<file path="src/rtl/cva6_ptw_sv32_walker_pkg.sv">
// Shared types for the Sv32 page-table walker slice.
//   pte_sv32_t        : Sv32 page-table entry layout (32 bits)
//   tlb_update_sv32_t : refill record sent to the shared TLB
//   ptw_sv32_state_e  : walker FSM states
//   ptw_lvl_e         : page-table level currently being read
package cva6_ptw_sv32_walker_pkg;

   // Width of the asid field carried in the refill record. The walker's
   // ASID_WIDTH parameter defaults to this value and must be kept equal to it.
   localparam int unsigned SV32_ASID_WIDTH = 1;

   // A PTE is 4 bytes, so PTE addresses end in two zero bits.
   localparam int unsigned PTE_SIZE_LOG2 = 2;

   typedef struct packed {
      logic [21:0] ppn;
      logic [1:0]  rsw;
      logic        d;
      logic        a;
      logic        g;
      logic        u;
      logic        x;
      logic        w;
      logic        r;
      logic        v;
   } pte_sv32_t;

   typedef struct packed {
      logic                       valid;
      logic                       is_4M;
      logic [19:0]                vpn;
      logic [SV32_ASID_WIDTH-1:0] asid;
      pte_sv32_t                  content;
   } tlb_update_sv32_t;

   typedef enum logic [1:0] {
      IDLE,
      WAIT_GRANT,
      PTE_LOOKUP,
      WAIT_RVALID
   } ptw_sv32_state_e;

   typedef enum logic {
      LVL1 = 1'b0,
      LVL0 = 1'b1
   } ptw_lvl_e;

endpackage

</file>
<file path="src/rtl/cva6_ptw_sv32_walker_pte_check.sv">
// Combinational decode of one Sv32 PTE.
//   i_pte        : PTE returned by memory
//   i_lvl1       : PTE was read at the top level (a leaf here is a 4M page)
//   o_is_leaf    : PTE maps a page (R or X set)
//   o_misaligned : 4M leaf whose low PPN bits are not zero
//   o_is_fault   : walk must end in a page fault
module cva6_ptw_sv32_walker_pte_check
   import cva6_ptw_sv32_walker_pkg::*;
(
   input  pte_sv32_t i_pte,
   input  logic      i_lvl1,
   output logic      o_is_leaf,
   output logic      o_misaligned,
   output logic      o_is_fault
);

   logic w_invalid;
   logic w_unused_bits;

   // W without R is a reserved encoding and is treated like V=0.
   assign w_invalid    = ~i_pte.v | (~i_pte.r & i_pte.w);
   assign o_is_leaf    = i_pte.r | i_pte.x;
   assign o_misaligned = o_is_leaf & i_lvl1 & (i_pte.ppn[9:0] != 10'd0);

   // A=0 faults because accessed/dirty bits are never updated in hardware;
   // a pointer at the last level has nowhere left to go.
   assign o_is_fault = w_invalid
                     | (o_is_leaf & ~i_pte.a)
                     | o_misaligned
                     | (~o_is_leaf & ~i_lvl1);

   // Fields the decode does not need.
   assign w_unused_bits = ^{i_pte.ppn[21:10], i_pte.rsw, i_pte.d, i_pte.g, i_pte.u};

endmodule

</file>
<file path="src/rtl/cva6_ptw_sv32_walker.sv">
// Sv32 page-table walker behind the shared TLB. On a shared-TLB miss it
// reads up to two PTEs through one memory port and refills the shared TLB
// with the leaf, or pulses a page fault.
//   clk_i, rst_ni                 : clock, asynchronous active-low reset
//   flush_i                       : abort any walk in progress
//   satp_ppn_i, asid_i            : root table PPN and current ASID
//   shared_tlb_*_i, itlb_req_i    : lookup result that may start a walk
//   mem_req_o/addr_o/gnt_i        : PTE read request handshake
//   mem_rvalid_i/rdata_i          : PTE read response
//   shared_tlb_update_o           : one-cycle refill record
//   ptw_active_o, walking_instr_o : walk status
//   ptw_error_o, bad_vaddr_o      : one-cycle page-fault report
module cva6_ptw_sv32_walker
   import cva6_ptw_sv32_walker_pkg::*;
#(
   parameter int unsigned ASID_WIDTH = SV32_ASID_WIDTH,
   parameter int unsigned PLEN       = 34
) (
   input  logic                  clk_i,
   input  logic                  rst_ni,
   input  logic                  flush_i,
   input  logic [21:0]           satp_ppn_i,
   input  logic [ASID_WIDTH-1:0] asid_i,
   input  logic                  shared_tlb_access_i,
   input  logic                  shared_tlb_hit_i,
   input  logic [31:0]           shared_tlb_vaddr_i,
   input  logic                  itlb_req_i,
   output logic                  mem_req_o,
   output logic [PLEN-1:0]       mem_addr_o,
   input  logic                  mem_gnt_i,
   input  logic                  mem_rvalid_i,
   input  logic [31:0]           mem_rdata_i,
   output tlb_update_sv32_t      shared_tlb_update_o,
   output logic                  ptw_active_o,
   output logic                  walking_instr_o,
   output logic                  ptw_error_o,
   output logic [31:0]           bad_vaddr_o
);

   ptw_sv32_state_e       r_state, w_state_next;
   ptw_lvl_e              r_level, w_level_next;
   logic [31:0]           r_vaddr;
   logic                  r_itlb;
   logic [ASID_WIDTH-1:0] r_asid;
   logic [PLEN-1:0]       r_addr, w_addr_next;
   logic                  w_latch;

   pte_sv32_t             w_pte;
   logic                  w_is_leaf, w_is_fault, w_misaligned;
   logic                  w_unused_misaligned;
   logic [33:0]           w_root_addr, w_l0_addr;

   assign w_pte = pte_sv32_t'(mem_rdata_i);

   // PTE addresses are plain concatenations: table PPN, VPN slice, byte offset.
   assign w_root_addr = {satp_ppn_i, shared_tlb_vaddr_i[31:22], {PTE_SIZE_LOG2{1'b0}}};
   assign w_l0_addr   = {w_pte.ppn, r_vaddr[21:12], {PTE_SIZE_LOG2{1'b0}}};

   cva6_ptw_sv32_walker_pte_check u_pte_check (
      .i_pte        (w_pte),
      .i_lvl1       (r_level == LVL1),
      .o_is_leaf    (w_is_leaf),
      .o_misaligned (w_misaligned),
      .o_is_fault   (w_is_fault)
   );

   // Misalignment is already folded into w_is_fault.
   assign w_unused_misaligned = w_misaligned;

   always_ff @(posedge clk_i or negedge rst_ni) begin
      if (!rst_ni) begin
         r_state <= IDLE;
         r_level <= LVL1;
         r_vaddr <= '0;
         r_itlb  <= 1'b0;
         r_asid  <= '0;
         r_addr  <= '0;
      end else begin
         r_state <= w_state_next;
         r_level <= w_level_next;
         r_addr  <= w_addr_next;
         if (w_latch) begin
            r_vaddr <= shared_tlb_vaddr_i;
            r_itlb  <= itlb_req_i;
            r_asid  <= asid_i;
         end
      end
   end

   always_comb begin
      w_state_next        = r_state;
      w_level_next        = r_level;
      w_addr_next         = r_addr;
      w_latch             = 1'b0;
      shared_tlb_update_o = '0;
      ptw_error_o         = 1'b0;
      bad_vaddr_o         = '0;

      unique case (r_state)
         IDLE: begin
            if (shared_tlb_access_i && !shared_tlb_hit_i && !flush_i) begin
               w_latch      = 1'b1;
               w_level_next = LVL1;
               w_addr_next  = w_root_addr[PLEN-1:0];
               w_state_next = WAIT_GRANT;
            end
         end
         WAIT_GRANT: begin
            // A granted request still owes a response, even when flushed.
            if (mem_gnt_i)    w_state_next = flush_i ? WAIT_RVALID : PTE_LOOKUP;
            else if (flush_i) w_state_next = IDLE;
         end
         PTE_LOOKUP: begin
            if (mem_rvalid_i) begin
               if (flush_i) begin
                  w_state_next = IDLE;
               end else if (w_is_fault) begin
                  ptw_error_o  = 1'b1;
                  bad_vaddr_o  = r_vaddr;
                  w_state_next = IDLE;
               end else if (w_is_leaf) begin
                  shared_tlb_update_o.valid   = 1'b1;
                  shared_tlb_update_o.is_4M   = (r_level == LVL1);
                  shared_tlb_update_o.vpn     = r_vaddr[31:12];
                  shared_tlb_update_o.asid    = r_asid;
                  shared_tlb_update_o.content = w_pte;
                  w_state_next                = IDLE;
               end else begin
                  // Pointer at the top level; non-leaf at LVL0 is a fault above.
                  w_level_next = LVL0;
                  w_addr_next  = w_l0_addr[PLEN-1:0];
                  w_state_next = WAIT_GRANT;
               end
            end else if (flush_i) begin
               w_state_next = WAIT_RVALID;
            end
         end
         WAIT_RVALID: begin
            if (mem_rvalid_i) w_state_next = IDLE;
         end
         default: w_state_next = IDLE;
      endcase
   end

   assign mem_req_o       = (r_state == WAIT_GRANT);
   assign mem_addr_o      = r_addr;
   assign ptw_active_o    = (r_state != IDLE);
   assign walking_instr_o = ptw_active_o & r_itlb;

endmodule

</file>
<file path="config.mk">
export PLATFORM = sky130hd
export DESIGN_NAME = cva6_ptw_sv32_walker
export DESIGN_NICKNAME = d
export VERILOG_FILES = /design/src/rtl/cva6_ptw_sv32_walker_pkg.sv /design/src/rtl/cva6_ptw_sv32_walker_pte_check.sv /design/src/rtl/cva6_ptw_sv32_walker.sv
export SDC_FILE = /design/constraint.sdc
export NUM_CORES = 1
export LEC_CHECK = 0
export ABC_AREA = 1
export CAP_MARGIN = 10
export CORE_MARGIN = 5
export CORE_UTILIZATION = 39
export DETAILED_ROUTE_END_ITERATION = 6
export GPL_TIMING_DRIVEN = 0
export PLACE_DENSITY = 0.9
export SKIP_CTS_REPAIR_TIMING = 1
export SLEW_MARGIN = 10
export SYNTH_ARGS = -nofsm -noshare
export SYNTH_HDL_FRONTEND = slang
export SYNTH_SLANG_ARGS = --single-unit
export TNS_END_PERCENT = 20
</file>
<file path="constraint.sdc">
create_clock -name clk_i -period 1.91 [get_ports clk_i]
set_input_delay 0.191 -clock clk_i [delete_from_list [all_inputs] [get_ports clk_i]]
set_output_delay 0.191 -clock clk_i [all_outputs]
set_load 0.02 [all_outputs]
</file>
==> results of run 1 <==
cells in the mapped netlist:
master / count / area [sq um]
o211ai_1: 1 / 7.51
o21ai_0: 40 / 200
o21ai_2: 1 / 8.76
nor2_2: 13 / 81.3
nor3_1: 1 / 5.00
a21oi_1: 29 / 145
nand2_4: 1 / 11.3
buf_2: 9 / 45.0
nand2_2: 2 / 12.5
o21bai_4: 1 / 18.8
nand3_1: 37 / 185
nor2_1: 113 / 424
o21ai_1: 1 / 5.00
nand3_2: 1 / 10.0
inv_2: 2 / 7.51
nor2_4: 1 / 11.3
a21boi_0: 1 / 7.51
clkbuf_1: 10 / 37.5
buf_6: 8 / 90.1
conb_1: 1 / 3.75
nand2_1: 118 / 443
inv_1: 83 / 312
dfrtp_1: 69 / 1730
nand4_1: 1 / 6.26
nand3_4: 1 / 17.5
buf_4: 6 / 45.0
kinds of logic (layout without fill, tap and decap cells):
| group | Yosys count | in the layout | synth area share [%] |
|---|---|---|---|
| AOI/OAI and AO/OA | 74 | 74 | 10.2 |
| buffers and inverters | 118 | 370 | 13.9 |
| DFF | 69 | 69 | 44.6 |
| other | 1 | 2 | 0.0970 |
| and+or+nand+nor | 289 | 291 | 31.2 |
worst max path at each step:
| stage | startpoint | endpoint | slack [ns] | cells past startpoint |
|---|---|---|---|---|
| 4_1_cts | r_state[0]$_DFFE_PN0P_ | bad_vaddr_o[2] | -0.79 | 7 |
| 3_5_place_dp | mem_rdata_i[1] | shared_tlb_update_o[24] | -0.76 | 10 |
| 3_3_place_gp | rst_ni | mem_addr_o[32]$_DFFE_PN0P_ | -1.66 | 1 |
| 6_report | r_level$_DFFE_PN0P_ | bad_vaddr_o[22] | -0.25 | 11 |
| 2_1_floorplan | r_level$_DFFE_PN0P_ | shared_tlb_update_o[34] | 0.29 | 8 |
| 5_1_grt | r_level$_DFFE_PN0P_ | shared_tlb_update_o[48] | -0.34 | 9 |
state kept, by name, indices dropped and copies added (netlist names):
name        count
r_vaddr        32
r_itlb          1
r_asid          1
r_level         1
r_state         2
mem_addr_o     32
per-layer routing:
metal / vias up / GRT usage, % / wire length (microns)
met1: 2101 / 27.5 / 5780
met5: - / 0 / 0
li1: 2174 / - / -
met2: 146 / 39.0 / 7510
met3: 33 / 7.05 / 1160
met4: 0 / 7.84 / 399
layout make-up:
class	count	area share, %
plain buffers	33	3.68
flip-flops and latches	69	25.3
clock inverters	5	1.56
clock buffers	11	2.07
multi-input cells	367	27.7
inverters	85	4.67
well taps	133	2.43
repair buffers	236	32.6
worst register-to-register path, delay by kind of cell, from the launching register on:
family,cells,cell delay [ns]
flops,1,0.43
buf+inv,3,0.54
compound gates,1,0.35
simple gates,3,0.35
power by group through the flow:
stage	Clock [uW]	Sequential (uW)	Combinational (uW)
6_report	1500	2450	4170
4_1_cts	1510	2440	3830
2_1_floorplan	0	2800	1780
5_1_grt	1580	2520	4570
3_5_place_dp	0	2470	3820
3_3_place_gp	0	2440	3720
through the flow:
| stage | TNS (ns) | total power [uW] | std cells | worst slack (ns) |
|---|---|---|---|---|
| 2_1_floorplan | 0 | 4580 | 552 | 0.292 |
| 3_3_place_gp | -171.37 | 6160 | 902 | -1.66 |
| 3_5_place_dp | -58.29 | 6280 | 903 | -0.756 |
| 4_1_cts | -61.30 | 7780 | 919 | -0.786 |
| 5_1_grt | -21.90 | 8670 | 939 | -0.342 |
| 6_report | -14.27 | 8120 | 939 | -0.247 |
==> results.ini, run 1 <==
[synth]
synthCells=551
synth-seq-area-share_pct=44.6
yosysWarnings=0
yosys.cell_types.count=26
ys_ff_latch=69
syn_avg_cell_area_sq_um=7.02
synth_area_sq_um=3870

[global_route]
grt-ovfl-total=0
grt_max_degree=43
antenna_found_initial=0
grt_pass1_wl_microns=21400
track_usage_pct=22.9
grt_pass1_vias=4288

[timing]
whs_ns=0.305
report.final.slew_viol_count=0
setup_slack_ns=-0.247
period_share_pct=113
relSlewSlack_pct=63.8
fin_skew_ns=0.0137
max_freq_mhz=464
hold_viol_final=0
rsz0062_at_grt=yes
worst_slew_pin_slew_ns=0.542
period_needed_ns=2.16
setup_viol=87

[layout]
drive_above_1_share_pct=26.9
num_antenna_cells=0
final_cell_mix=clkdlybuf4s50_1, nand2_1, inv_1
syn_to_final_growth_pct=76.7
fin_util_pct=70.3
nFillCells=795
fin_nets=896
multiInputGateArea_sq_um=1890
fin_area_sq_um=6840
register_area_sq_um=1730
final_common_cell=clkdlybuf4s50_1

[clock_network]
clock-sinks=69
clkLatencyLatePin_ns=0.35
cts_tree=built
htreeDepth=3
cts_buffers=9
path_clk_slew_ns=0.07
clockBufferDepth=2
root_buffer=clkbuf_8

[pwr]
p_per_area_nw_per_um2=1190
power_leakage_uw=0.00355
power_frac_comb_pct=51.3
p_sw_share_pct=41.9
p_clk_share_pct=18.4
p_switching_uw=3400
p_int_uw=4720
seqPwrFrac_pct=30.2
worst_ir_drop_vdd_uv=610

[floorplanning]
die_h_microns=110
core-area_sq_um=9730
die_x_microns=110
die_area_sq_um=12000
rows=36
initial_core_util_pct=39.8
io_pins=220

[setup_path]
r2r_end=mem_addr_o[12]$_DFFE_PN0P_
worstPathArrival_ns=1.97
crit_path_max_fanout=5
required_ns=1.72
ff2ff_setup_slack_ns=0.17
end_kind=output port
slowest_delay_ns=0.44
r2r_cells=7
startpoint_type=flip-flop
r2r-start=r_state[0]$_DFFE_PN0P_
slowest_stage=dfrtp_2
worst-path-buf-inv=6
crit_family=buffers and inverters
worstSetupPathType=flip-flop to output port
crit_chain=inv_1 -> nand2_1 -> o21bai_4 -> nand2_4 -> buf_4 -> buf_6 -> nand2_8 -> buf_8 -> buf_4 -> nor2_4 -> buf_6

[detailed_routing]
initialDrtViolationCount=211
antenna_left=0
first_pass_iters=5
route.vias.total=4454
vias_per_cell=4.74
drc_errors=0
drt_wl_total_microns=14800
wl_per_cell_microns=15.8

[hold_path]
hold_class=input pin to asynchronous set/reset pin

[place]
hpwl_microns=10900
numPortBuffers=217
placed_area_sq_um=6230
gp_congestion=0.818

[run_status]
violations=negative setup slack
status=complete, but fails checks

[job]
max-cap-violations=0

No activity file was read; power rests on OpenSTA's default activity.
==> run 2: changes to the inputs <==
GPL_ROUTABILITY_DRIVEN = 0   (was default)
==> results of run 2 <==
Same layout as run 1: the final DEF is identical, and so are final timing and power.
